===== src/rtl/pc_lut_encoder.sv =====
// pc_lut_encoder: builds the branch-target table read by PC_LUT.
// Each request carries an absolute target. The block returns the 4-bit table index for that
// target and allocates a new entry when the target is not already stored.
// Build option: PC_LUT_ENC_DEDUP_EN enables searching the stored targets before allocating.
// Without it, every request allocates and duplicates are stored.
module pc_lut_encoder #(
  parameter int unsigned D = 10,
  parameter int unsigned N = 16
) (
  input  logic         clk,
  input  logic         reset,
  input  logic         clear,
  input  logic         in_valid,
  output logic         in_ready,
  input  logic [D-1:0] in_target,
  output logic         out_valid,
  input  logic         out_ready,
  output logic [3:0]   out_idx,
  output logic         out_new,
  output logic         out_err,
  output logic         lut_we,
  output logic [3:0]   lut_waddr,
  output logic [D-1:0] lut_wdata,
  output logic [4:0]   count
);

  localparam logic [4:0] Full = 5'(N);

  typedef enum logic [1:0] {StIdle, StScan, StAlloc, StResp} state_e;

  state_e       state_q, state_d;
  logic [D-1:0] tgt_q, tgt_d;
  logic [4:0]   count_q, count_d;
  logic         out_valid_q, out_valid_d;
  logic [3:0]   out_idx_q, out_idx_d;
  logic         out_new_q, out_new_d;
  logic         out_err_q, out_err_d;
  logic         lut_we_q, lut_we_d;
  logic [3:0]   lut_waddr_q, lut_waddr_d;
  logic [D-1:0] lut_wdata_q, lut_wdata_d;

`ifdef PC_LUT_ENC_DEDUP_EN
  logic [4:0]   ptr_q, ptr_d;
  // Only the search reads the shadow, so it exists only when dedup is built in.
  logic [D-1:0] shadow_q [N];
  logic         shadow_we;
`endif

  // in_ready is the only unregistered output; a flush in progress masks it.
  assign in_ready  = (state_q == StIdle) && !reset && !clear;
  assign out_valid = out_valid_q;
  assign out_idx   = out_idx_q;
  assign out_new   = out_new_q;
  assign out_err   = out_err_q;
  assign lut_we    = lut_we_q;
  assign lut_waddr = lut_waddr_q;
  assign lut_wdata = lut_wdata_q;
  assign count     = count_q;

  // Next-state and registered-output logic.
  always_comb begin
    state_d     = state_q;
    tgt_d       = tgt_q;
    count_d     = count_q;
    out_valid_d = out_valid_q;
    out_idx_d   = out_idx_q;
    out_new_d   = out_new_q;
    out_err_d   = out_err_q;
    lut_we_d    = 1'b0;
    lut_waddr_d = lut_waddr_q;
    lut_wdata_d = lut_wdata_q;
`ifdef PC_LUT_ENC_DEDUP_EN
    ptr_d       = ptr_q;
    shadow_we   = 1'b0;
`endif

    unique case (state_q)
      StIdle: begin
        if (in_valid && in_ready) begin
          tgt_d = in_target;
`ifdef PC_LUT_ENC_DEDUP_EN
          ptr_d   = '0;
          state_d = StScan;
`else
          if (count_q == Full) begin
            state_d     = StResp;
            out_valid_d = 1'b1;
            out_idx_d   = '0;
            out_new_d   = 1'b0;
            out_err_d   = 1'b1;
          end else begin
            state_d     = StAlloc;
            lut_we_d    = 1'b1;
            lut_waddr_d = count_q[3:0];
            lut_wdata_d = in_target;
          end
`endif
        end
      end

`ifdef PC_LUT_ENC_DEDUP_EN
      StScan: begin
        if (ptr_q < count_q) begin
          if (shadow_q[ptr_q[3:0]] == tgt_q) begin
            state_d     = StResp;
            out_valid_d = 1'b1;
            out_idx_d   = ptr_q[3:0];
            out_new_d   = 1'b0;
            out_err_d   = 1'b0;
          end else begin
            ptr_d = ptr_q + 5'd1;
          end
        end else if (count_q < Full) begin
          // Write strobe is registered so it is high exactly during ALLOC.
          state_d     = StAlloc;
          lut_we_d    = 1'b1;
          lut_waddr_d = count_q[3:0];
          lut_wdata_d = tgt_q;
        end else begin
          state_d     = StResp;
          out_valid_d = 1'b1;
          out_idx_d   = '0;
          out_new_d   = 1'b0;
          out_err_d   = 1'b1;
        end
      end
`endif

      StAlloc: begin
`ifdef PC_LUT_ENC_DEDUP_EN
        shadow_we   = 1'b1;
`endif
        count_d     = count_q + 5'd1;
        state_d     = StResp;
        out_valid_d = 1'b1;
        out_idx_d   = count_q[3:0];
        out_new_d   = 1'b1;
        out_err_d   = 1'b0;
      end

      StResp: begin
        if (out_ready) begin
          state_d     = StIdle;
          out_valid_d = 1'b0;
        end
      end

      default: state_d = StIdle;
    endcase
  end

  // State register; reset and clear both flush everything and drop any in-flight request.
  always_ff @(posedge clk) begin
    if (reset || clear) begin
      state_q     <= StIdle;
      tgt_q       <= '0;
      count_q     <= '0;
      out_valid_q <= 1'b0;
      out_idx_q   <= '0;
      out_new_q   <= 1'b0;
      out_err_q   <= 1'b0;
      lut_we_q    <= 1'b0;
      lut_waddr_q <= '0;
      lut_wdata_q <= '0;
`ifdef PC_LUT_ENC_DEDUP_EN
      ptr_q       <= '0;
`endif
    end else begin
      state_q     <= state_d;
      tgt_q       <= tgt_d;
      count_q     <= count_d;
      out_valid_q <= out_valid_d;
      out_idx_q   <= out_idx_d;
      out_new_q   <= out_new_d;
      out_err_q   <= out_err_d;
      lut_we_q    <= lut_we_d;
      lut_waddr_q <= lut_waddr_d;
      lut_wdata_q <= lut_wdata_d;
`ifdef PC_LUT_ENC_DEDUP_EN
      ptr_q       <= ptr_d;
`endif
    end
  end

`ifdef PC_LUT_ENC_DEDUP_EN
  // Shadow copy of the entries written to PC_LUT, written in the same cycle as the table.
  always_ff @(posedge clk) begin
    if (reset || clear) begin
      shadow_q <= '{default: '0};
    end else if (shadow_we) begin
      shadow_q[count_q[3:0]] <= tgt_q;
    end
  end
`endif

endmodule


===== config.mk =====
export PLATFORM = sky130hd
export DESIGN_NAME = pc_lut_encoder
export DESIGN_NICKNAME = d
export VERILOG_FILES = /design/src/rtl/pc_lut_encoder.sv
export SDC_FILE = /design/constraint.sdc
export NUM_CORES = 1
export LEC_CHECK = 0
export BUFFER_PORTS_ARGS = -buffer_cell sky130_fd_sc_hd__clkbuf_2
export CORE_UTILIZATION = 43
export DETAILED_ROUTE_END_ITERATION = 7
export PLACE_DENSITY_LB_ADDON = 0.3
export SYNTH_ARGS = -nofsm -noshare
export SYNTH_HDL_FRONTEND = slang
export SYNTH_SLANG_ARGS = --single-unit

===== constraint.sdc =====
create_clock -name clk -period 1.4 [get_ports clk]
set_input_delay 0.07 -clock clk [delete_from_list [all_inputs] [get_ports clk]]
set_output_delay 0.07 -clock clk [all_outputs]
set_load 0.03 [all_outputs]

==> impl_metrics.ini, run 1 <==
[drt]
routed_wl_um = 3020
drc = 0
num_vias = 1208
viasPerCell = 5.30
drtIter0Drc = 31
dr.pass1.iters = 4
routedWlPerCell_um = 13.2
ant_nets = 0

[die]
dieArea_um2 = 3070
ios = 43
core-area_um2 = 2730
die_y_um = 55.4
start_util_pct = 44.9
die_w_um = 55.4
rows = 19

[synth]
ys_seq_elements = 29
yosys_warnings = 0
netlist_area_um2 = 1230
async_flop_share_pct = 0
ys_types = 32
synth_fp_nets = 150
synth_top_cells_by_area = dfxtp_1, o21ai_0, nand4_1
yosysSeqAreaShare_pct = 47.3
netlist_instances = 133
synth_top_area_share_pct = 47.3
synth_edf_count = 0
synth.avg_cell_area_um2 = 9.23
yosysTopAreaCell = dfxtp_1
synth_ff_type = dfxtp_1

[pwr]
p_per_area_nw_per_um2 = 878
netSwitchingFraction_pct = 27.1
seq_power_share_pct = 55.4
power.leakage_nw = 0.757
p_int_w = 0.00112
max-vdd-ir-drop_mv = 0.945
comb_power_share_pct = 13.7
total_power_w = 0.00153
pwr-share-clk_pct = 30.9
switchingPower_w = 0.000416

[grt]
busiest_layer = met2
grt_max_degree = 18
grt_pass1_vias = 1125
grtUsageMet3_pct = 6.79
met2_usage_pct = 31.3
grt_pass1_wl_um = 4860
grtUsageTotal_pct = 20.5
overflow = 0
antenna_found_initial = 0
met1_usage_pct = 23.7

[worst_setup_path]
worst-setup-path-type = reg2reg
cpMaxStageDelayCell = dfxtp_4
worstPathMaxFanout = 6
slowest_delay_ps = 350
timing.rr.end = lut_wdata[6]
required_ps = 1650
critPathLaunchType = flip-flop
cp_cell_sequence = inv_2 > ha_4 > nand4bb_4 > nand3_4 > clkinvlp_4 > o21ai_1
reg2reg_from = count[1]
reg2reg_depth = 6
cp-end-kind = flip-flop
ff2ff_setup_slack_ps = 60
arrival_ps = 1590

[sta]
skew_ps = 12.5
setup-violations-final = 0
fin_crit_sh_pct = 95.4
slew_viol_final = 0
max_freq_mhz = 749
slew-limit-headroom_pct = 77.2
finalHoldViolations = 0
layout_setup_ws_ps = 65.0
post-route-min-period_ps = 1340
tightest_slew_ps = 341

[hold_path]
hold_depth = 3
min_from = out_ready
hold_class = in2reg
whs_endpoint = state_q[1]

[clock_tree]
insertion_delay_ps = 330
cts_tree = done
cts_buffers = 5
cts_root_buf = clkbuf_4
cts_buffer_depth = 2
h-tree-depth = 2
clk_pin_slew_worst_paths_ps = 90
cts.sinks = 29

[job]
maxCapViolations = 0

[layout]
nets = 213
n_antenna_cell = 0
drive_gt1_share_pct = 41.6
area_growth_syn_to_layout_pct = 42.2

[place]
port_buffers = 42
place.detailed.hpwl_um = 2100
pre_cts_ws_ps = 22.0
gp_congestion = 0.775

[status]
outcome = complete, no violations
==> synth_stat cells, types with 2 or more instances <==
cell / count
nand2b_1: 2
a32o_1: 2
buf_2: 6
nor3_1: 4
nand2_1: 15
inv_1: 5
mux2i_1: 3
clkbuf_1: 3
or3_1: 2
ha_1: 2
nor2_1: 6
nand4_1: 10
dfxtp_1: 29
a21oi_1: 12
a211oi_1: 3
o21ai_0: 13
==> layout by cell type, fill, tap and decap left out, drive strengths merged <==
cell	n
a211oi	3
a21o	1
a21oi	12
a221oi	1
a311oi	1
a32o	2
and2b	1
and4bb	1
buf	13
clkbuf	48
clkinv	2
clkinvlp	2
dfxtp	29
dlygate4sd3	10
ha	2
inv	4
mux2i	3
nand2	15
nand2b	2
nand3	1
nand3b	2
nand4	10
nand4bb	1
nor2	6
nor2b	1
nor3	4
o21ai	13
o21bai	1
o2bb2ai	1
or2	1
or3	2
xnor2	1
xor2	1
==> power groups by stage <==
stage	sequential (W)	clock (W)	combinational, W
6_report	0.000850	0.000474	0.000209
3_3_place_gp	0.000867	0	0.000172
5_1_grt	0.000852	0.000530	0.000226
2_1_floorplan	0.000898	0	0.0000804
4_1_cts	0.000849	0.000493	0.000195
3_5_place_dp	0.000868	0	0.000175
==> layout make-up <==
cell class | instances | area, um^2
inverters | 5 | 22.5
clock inverters | 2 | 10.0
clock buffers | 6 | 41.3
flip-flops and latches | 29 | 589
multi-input cells | 89 | 624
well taps | 31 | 38.8
fillers | 229 | 988
repair inverters | 1 | 7.51
repair buffers | 65 | 412
==> how the worst max path moves through the flow <==
stage	startpoint	end	slack (ps)
6_report	count[1]	lut_wdata[6]	60
5_1_grt	count[1]	lut_wdata[1]	-4
2_1_floorplan	count[0]	out_idx[2]	-30
3_5_place_dp	count[1]	lut_wdata[1]	20
3_3_place_gp	count[0]	out_idx[2]	70
4_1_cts	count[0]	out_idx[2]	1
==> timing repair <==
item                                    4_1_cts  5_1_grt
setup buffers                                 0        1
gates resized for setup                       1       18
hold buffers                                  9        1
hold endpoints to repair                      9        1
cloned                                        0        1
endpoints found under the setup margin        1       14
pin swaps                                     0        8
==> stage by stage <==
| step | area (um^2) | util (%) | TNS [ps] | hold slack [ps] | instances |
|---|---|---|---|---|---|
| global placement | 1540 | 56.2 | 0 | 299 | 208 |
| global route | 1750 | 63.8 | -3.62 | 71.9 | 228 |
| floorplan | 1240 | - | -145 | 213 | 133 |
| detailed placement | 1540 | 56.2 | 0 | 310 | 208 |
| finish | 1750 | 63.8 | 0 | 49.1 | 228 |
| CTS | 1680 | 61.4 | 0 | 2.03 | 225 |
==> kinds of logic (layout without fill, tap and decap cells) <==
kind of cell             count (synthesis)  after routing  synth area share [%]
XOR/XNOR                                 2              2                  1.43
AND/OR/NAND/NOR                         47             47                  23.4
adder cells (fa/ha/maj)                  2              2                  2.04
AO/OA/AOI/OAI                           35             35                  18.1
multiplexers                             3              3                  2.45
buffers and inverters                   15             79                  5.20
flip-flops                              29             29                  47.3
==> worst max-delay path, delay by kind of cell, from the launching register on <==
family / cells / cell delay [ps]
compound gates: 1 / 160
fa+ha+maj: 1 / 150
buf+inv: 2 / 250
flops: 1 / 350
simple gates: 2 / 340
==> sequential cells by signal (all words and copies together), names as in the netlist, 2 cells and up <==
name and count:
out_idx 4, lut_wdata 10, count 5, state_q 2, lut_waddr 4
==> routing by layer <==
| layer | wire length (um) | vias to the layer above |
|---|---|---|
| met5 | 0 | - |
| met4 | 142 | 0 |
| li1 | - | 594 |
| met1 | 1240 | 551 |
| met2 | 1460 | 48 |
| met3 | 181 | 15 |
Power figures use the tool's default switching activity.
==> inputs of run 2 (changes only) <==
- BUFFER_PORTS_ARGS: -buffer_cell sky130_fd_sc_hd__clkbuf_2 -> unset
- CORE_UTILIZATION: 43 -> 54
- DONT_BUFFER_PORTS: unset -> 1
==> run 2 against run 1 <==
Hold slack lost 42 ps. Final area shrank 7.5%. Clock power hardly changed. Die area shrank 20%. Clock skew fell by 6.4 ps. First-iteration DRC count up 42%. Utilization is 15 points higher. Maximum frequency shrank 2.1%. Non-clock buffer count is 33 lower. Count of clock-buffer cells in the layout is 1 lower. Largest cell class unchanged.
==> impl_metrics.ini, run 2 (same netlist as run 1, synthesis figures left out) <==
[worst_setup_path]
worstPathMaxFanout = 5
cp-end-kind = flip-flop
crit_start = count[1]
reg2reg_depth = 5
setup.worst_path.end = out_idx[3]
worst-setup-path-type = reg2reg
required_ps = 1630
ff2ff_setup_slack_ps = 40
timing.rr.end = out_idx[3]
arrival_ps = 1590
reg2reg_from = count[1]
critPathLaunchType = flip-flop

[drt]
top_layer_used = met4
dr.pass1.iters = 4
ant_nets = 0
drc = 0
drtIter0Drc = 44
dr_wl_met2_um = 1770
route.met3.wl_um = 255
routedWlPerCell_um = 18.3
met1_length_um = 1380
routed_wl_um = 3490
viasPerCell = 6.03
num_vias = 1151

[place]
gp_congestion = 0.882
port_buffers = 0
place.detailed.hpwl_um = 2060
place_area_um2 = 1380
pre_cts_ws_ps = 18.3

[clock_tree]
insertion_delay_ps = 320
cts_buffers = 5
h-tree-depth = 2
cts_root_buf = clkbuf_4
cts.sinks = 29
cts_tree = done
clk_pin_slew_worst_paths_ps = 100
cts_buffer_depth = 2

[sta]
finalHoldViolations = 0
tightest_slew_ps = 359
post-route-min-period_ps = 1360
fin_crit_sh_pct = 97.4
layout_setup_ws_ps = 35.7
rsz0062_at_grt = yes
slew_viol_final = 0
slew-limit-headroom_pct = 76.1
setup-violations-final = 0
skew_ps = 6.11
hold_ws_ps = 7.35
max_freq_mhz = 733

[layout]
final_util_pct = 79.0
multi_input_area_um2 = 628
final.fill_count = 126
drive_gt1_share_pct = 28.0
final_cell_area_um2 = 1610
final_common_cell = dfxtp_1
seq_area_um2 = 589
final_cell_mix = dfxtp_1, buf_4, nand2_1
nets = 180
largest_register_ffs = 10
area_growth_syn_to_layout_pct = 31.5
n_antenna_cell = 0

[hold_path]
hold_class = in2reg

[pwr]
p_int_w = 0.00110
seq_power_share_pct = 57.7
comb_power_share_pct = 11.2
p_per_area_nw_per_um2 = 943
netSwitchingFraction_pct = 28.0
power.leakage_nw = 0.613
pwr-share-clk_pct = 31.1
switchingPower_w = 0.000426
max-vdd-ir-drop_mv = 0.816

[die]
die_w_um = 49.7
dieArea_um2 = 2470
rows = 16
die_y_um = 49.7
core-area_um2 = 2040
ios = 43
start_util_pct = 60.1

[grt]
antenna_found_initial = 0
grt_pass1_vias = 1073
grt_pass1_wl_um = 5060
overflow = 0
grtUsageTotal_pct = 27.7
grt_max_degree = 18

[status]
outcome = complete, no violations

[job]
maxCapViolations = 0
## run 2: cell count changes in the layout (fill, tap and decap cells not counted), sizes merged
cell         before  now
clkinv            2    3
dlygate4sd3      10   12
clkbuf           48    5
buf              13   20
## run 2: worst min path at each step
stage            startpoint           end  cells past startpoint
6_report              clear  lut_waddr[0]                      3
5_1_grt               clear  lut_waddr[0]                      3
4_1_cts               clear  lut_waddr[0]                      3
3_5_place_dp   in_target[0]  lut_wdata[0]                      2
3_3_place_gp   in_target[8]  lut_wdata[8]                      2
2_1_floorplan  in_target[0]  lut_wdata[0]                      2
## run 2: area by class of cell
cell class | count | area share, %
inverter | 5 | 1.40
timing repair inverter | 1 | 0.465
timing repair buffer | 32 | 17.5
sequential | 29 | 36.5
clock inverter | 3 | 0.775
clock buffer | 5 | 2.33
tap | 27 | 2.09
multi-input combinational | 89 | 38.9
## run 2: worst max-delay path, cell delays in order (launching register included)
cell and delay, ps:
dfxtp_4 350, inv_1 70, ha_4 170, and4bb_4 220
a21o_4 230, a211oi_1 230
## run 2: what timing repair did
item	in CTS	in global routing
pin swaps	2	2
buffers inserted	0	2
hold endpoints to repair	16	0
endpoints found under the setup margin	1	17
resized for setup	0	18
gates cloned	0	1
hold buffers	12	0
## run 2: through the flow
step | total power [W] | cells | TNS (ps)
after floorplan | 0.000979 | 133 | -145
after global placement | 0.00101 | 168 | 0
after detailed placement | 0.00102 | 168 | 0
after CTS | 0.00149 | 188 | 0
after global routing | 0.00157 | 191 | -209
final | 0.00152 | 191 | 0
## run 2: layer usage
layer	GRT usage, %	up-vias
li1	-	534
met3	8.95	9
met2	45.7	65
met5	0	-
met1	32.9	543
met4	11.0	0
## run 2: power by group through the flow
stage | combinational [W] | sequential [W] | clock (W)
floorplan | 0.0000804 | 0.000898 | 0
global placement | 0.000114 | 0.000896 | 0
detailed placement | 0.000120 | 0.000896 | 0
CTS | 0.000149 | 0.000877 | 0.000468
global route | 0.000182 | 0.000881 | 0.000508
finish | 0.000171 | 0.000878 | 0.000473
